## config.mk

```make
export PLATFORM = sky130hd
export DESIGN_NAME = count_arbiter
export DESIGN_NICKNAME = d
export VERILOG_FILES = /design/src/rtl/count_arbiter.sv
export SDC_FILE = /design/constraint.sdc
export NUM_CORES = 1
export LEC_CHECK = 0
export CAP_MARGIN = 5
export CORE_ASPECT_RATIO = 1.1
export CORE_MARGIN = 4
export CORE_UTILIZATION = 30
export CTS_CLUSTER_SIZE = 16
export DETAILED_ROUTE_END_ITERATION = 8
export GPL_TIMING_DRIVEN = 0
export PLACE_DENSITY = 0.74
export SYNTH_ARGS = -nofsm -noshare
export SYNTH_HDL_FRONTEND = slang
export SYNTH_SLANG_ARGS = --single-unit
export TNS_END_PERCENT = 5
```

## constraint.sdc

```tcl
create_clock -name clk -period 2.1 [get_ports clk]
set_input_delay 0.63 -clock clk [delete_from_list [all_inputs] [get_ports clk]]
set_output_delay 0.63 -clock clk [all_outputs]
set_load 0.01 [all_outputs]
```

## src/rtl/count_arbiter.sv

```systemverilog
// count_arbiter: one down-counting timer shared round-robin among R requesters.
// Optional abort on a dropped request is built in when COUNT_ARB_ABORT_EN is defined.
module count_arbiter #(
  parameter int N = 18,
  parameter int R = 4,
  localparam int W = (R > 1) ? $clog2(R) : 1
) (
  input  logic           clk,
  input  logic           rst,
  input  logic [R-1:0]   req,
  input  logic [R*N-1:0] len,
  input  logic           tick_en,
  output logic [R-1:0]   gnt,
  output logic [R-1:0]   done,
  output logic           busy,
  output logic [W-1:0]   owner,
  output logic [N-1:0]   count
);

  // state | meaning
  // IDLE  | no grant, arbitrating pending requests
  // LOAD  | owner granted, its length loaded into the counter
  // RUN   | counting down on tick_en
  // DONE  | done[owner] pulse, grant released next cycle
  typedef enum logic [1:0] {IDLE, LOAD, RUN, DONE} state_t;

  state_t         state_q;
  logic [R-1:0]   gnt_q;
  logic [R-1:0]   done_q;
  logic           busy_q;
  logic [W-1:0]   owner_q;
  logic [W-1:0]   ptr_q;
  logic [N-1:0]   count_q;
  logic [W-1:0]   win_d;
  logic [W-1:0]   idx;
  logic [N-1:0]   len_sel;
  logic           abort_d;

  // Walk from ptr+R down to ptr+1 so the nearest requester after ptr wins last.
  always_comb begin
    win_d = ptr_q;
    idx   = '0;
    for (int k = R; k >= 1; k--) begin
      idx = W'((int'(ptr_q) + k) % R);
      if (req[idx]) win_d = idx;
    end
  end

  assign len_sel = len[int'(owner_q)*N +: N];

`ifdef COUNT_ARB_ABORT_EN
  assign abort_d = ~req[owner_q];
`else
  assign abort_d = 1'b0;
`endif

  always_ff @(posedge clk) begin
    if (!rst) begin
      state_q <= IDLE;
      gnt_q   <= '0;
      done_q  <= '0;
      busy_q  <= 1'b0;
      owner_q <= '0;
      count_q <= '0;
      ptr_q   <= W'(R-1);
    end else begin
      done_q <= '0;
      if (abort_d && (state_q == LOAD || state_q == RUN)) begin
        state_q <= IDLE;
        gnt_q   <= '0;
        busy_q  <= 1'b0;
        count_q <= '0;
        ptr_q   <= owner_q;
      end else begin
        case (state_q)
          IDLE: begin
            if (|req) begin
              owner_q <= win_d;
              gnt_q   <= R'(1) << win_d;
              busy_q  <= 1'b1;
              state_q <= LOAD;
            end
          end
          LOAD: begin
            count_q <= len_sel;
            if (len_sel == '0) begin
              done_q  <= gnt_q;
              state_q <= DONE;
            end else begin
              state_q <= RUN;
            end
          end
          RUN: begin
            if (tick_en && count_q != '0) begin
              count_q <= count_q - N'(1);
              if (count_q == N'(1)) begin
                done_q  <= gnt_q;
                state_q <= DONE;
              end
            end
          end
          DONE: begin
            gnt_q   <= '0;
            busy_q  <= 1'b0;
            ptr_q   <= owner_q;
            state_q <= IDLE;
          end
          default: state_q <= IDLE;
        endcase
      end
    end
  end

  assign gnt   = gnt_q;
  assign done  = done_q;
  assign busy  = busy_q;
  assign owner = owner_q;
  assign count = count_q;

endmodule
```

==> reports/summary.txt <==
status: complete, but fails checks
failing checks: negative setup slack
FF-to-FF Start: count[0]
flop-to-flop setup slack: -0.09 ns
area share of the largest cell type after synthesis: 27.2%
CP required: 2.32 ns
Final Slew Violations: 0
Logic pwr share: 66.1%
synthesized instance count: 279
share of the yosys chip area belonging to registers: 27.2%
Seq cells post-synth: 33
Clock Latency Late Sink: 0.29 ns
CTS tree: built
startpoint types: input port
Final Hold Vio Count: 0
wirelength, routed: 8980 um
CTS max path bufs: 2
Hold Path End: gnt[1]
io pins: 108
post-synth cell types: 56
top cells by area, synth: dfxtp_1 (27%), mux4_2 (17%), a21oi_1 (4.7%)
TritonCTS Sinks: 33
site row count: 34
count leader, synth: dfxtp_1
hold path depth: 2
antenna violations before repair: 0
critical path arrival: 2.42 ns
PwrDens: 1250 nW/um^2
GRT Residual Overflow: 0
DP HPWL: 7000 um
Hold Crit Class: flop to flop
Area Growth Syn to Fin: 66.6%
post-place setup slack: -0.679 ns
syn avg cell area: 8.70 um^2
Pre-antenna DRT Iters: 5
Starting Density: 30.7%
Leak: 1.64 nW
pin count of the biggest net entering global routing: 11
worst-case reg-to-reg path depth: 7
Main synth FF type: dfxtp_1
Psw: 0.00217 W
vias per cell: 5.46
Setup WS post-layout: -0.105 ns
WS Path Type: input port to flop
DIE AREA: 9600 um^2
fmax: 453 MHz
clock transition at the registers of the reported paths: 0.07 ns
1st-iter DRT viols: 237
RSZ-0062 raised after global routing: true
Total GRT Usage: 18.3%
cell taking the most area after synthesis: dfxtp_1
Synth top cells by count: dfxtp_1 (33), nand2_1 (25), a21oi_1 (23)
# diodes: 0
total clock buffers created by CTS: 5
Die H: 102 um
Setup violations, final: 7
EDFF count, synth: 0
vias in the first global route: 2,755
PortBufs: 107
WHS: 0.462 ns
layout cells sized above 1: 20.4%
Pint: 0.00289 W
hold path startpoint: gnt[1]
Worst-Margin Slew: 0.578 ns
FF-to-FF End: count[16]
H-tree Lvls: 2
Rel. slew slack: 61.5%
maximum VDD drop: 483 uV
final period utilization: 105%
worst-path fanout max: 4
Net Sw Frac: 42.9%
area of the core: 7910 um^2
cts hold-fix bufs: 0
CTS root buffer: clkbuf_8
Post-Syn Area: 2430 um^2
GP Congestion: 0.932
WL/cell: 17.3 um
Yosys warnings: 0
sequential share of power: 21.6%
max_cap viols: 0
DR vias: 2,838
Crit. End Element: flop
Final min period: 2.21 ns
Setup Skew: 0.00773 ns
first-pass GRT wire length: 13,800 um
Final nets: 497
Post-Syn Nets: 365
Clk network pwr share: 12.4%
number of remaining DRC errors: 0
DRT antenna net count: 0
asr flop ratio synth: 0%
Die Wd: 93.8 um
routing by layer:
layer	track usage (%)	vias up	share of wire [%]	wire length [um]
met1	23.3	1353	41	3700
met2	31.3	139	49	4400
met3	4.34	13	8.8	790
met4	4.33	0	1.0	91
met5	0	-	0	0
li1	-	1333	-	-
worst max-delay path by stage:
| stage | from | to | slack (ns) | cells past startpoint |
|---|---|---|---|---|
| floorplan | len[66] | state_q[0] | -0.02 | 4 |
| global placement | len[48] | done[2] | -0.62 | 5 |
| detailed placement | len[65] | done[0] | -0.68 | 6 |
| CTS | len[27] | done[0] | -0.15 | 6 |
| global route | count[2] | count[17] | -0.19 | 6 |
| finish | len[50] | done[0] | -0.11 | 6 |
power by group through the flow:
stage               Sequential, W  Combinational, W  Clock (W)
global placement          0.00108           0.00283          0
detailed placement        0.00108           0.00285          0
global route              0.00112           0.00364   0.000673
floorplan                 0.00109           0.00181          0
finish                    0.00109           0.00334   0.000625
CTS                       0.00107           0.00306   0.000637
what timing repair did:
action                                 in CTS  in global routing
pin swaps                                   7                  8
resized for setup                          81                 29
endpoints found under the hold margin       0                  0
cloned                                      0                  1
setup buffers                               5                 12
setup endpoints to repair                  30                 24
sequential cells by signal, summed over array words and instances (netlist names):
register  flops
busy          1
gnt           4
owner         2
done          4
count        18
ptr_q         2
state_q       2
placed cells by master (no fill, tap or decap), drive strengths merged, types with 3 or more instances in the layout:
cell / n
dlygate4sd2: 48
clkdlybuf4s50: 43
dfxtp: 33
nand2: 25
a21oi: 23
clkbuf: 22
buf: 21
o21ai: 20
mux4: 18
nor2: 18
dlymetal6s2s: 13
nor3: 11
inv: 10
and2: 8
nor2b: 7
ha: 7
nor4: 6
a31oi: 5
o211ai: 5
mux2i: 4
or3: 4
nand3: 4
o31a: 4
or4: 4
nand4: 3
nand2b: 3
clkdlybuf4s15: 3
critical path: stages:
cell and delay, ns:
clkdlybuf4s50_1 0.42, mux4_2 0.53, nor3_2 0.17, nand4_1 0.11, o32a_1 0.42, nor2b_1 0.14
per-stage QoR:
step / cells / area [um^2] / util (%) / setup TNS (ns) / total power [W]
final: 520 / 4040 / 51.1 / -0.519 / 0.00506
after global routing: 520 / 4040 / 51.1 / -1.72 / 0.00543
after CTS: 507 / 3850 / 48.6 / -0.741 / 0.00477
after detailed placement: 494 / 3650 / 46.2 / -11.66 / 0.00392
after global placement: 494 / 3650 / 46.2 / -11.22 / 0.00391
after floorplan: 279 / 2450 / - / -0.0333 / 0.00290
area by class of cell:
class	instances	area (um^2)
well taps	108	135
inverters	10	37.5
multi-input cells	218	1750
repair buffers	125	1200
flip-flops and latches	33	672
plain buffers	18	134
clock buffers	7	86.3
clock inverters	1	30.0
fillers	773	3870
cells by family (layout without fill, tap and decap cells):
family	after synthesis	in the layout	share of synthesized area, %
AOI/OAI and AO/OA	81	81	22.0
adders and majority gates	7	7	3.61
buffers and inverters	28	161	4.64
DFF	33	33	27.2
muxes	23	23	18.8
and+or+nand+nor	107	107	23.8
No activity file was read; power rests on OpenSTA's default activity.
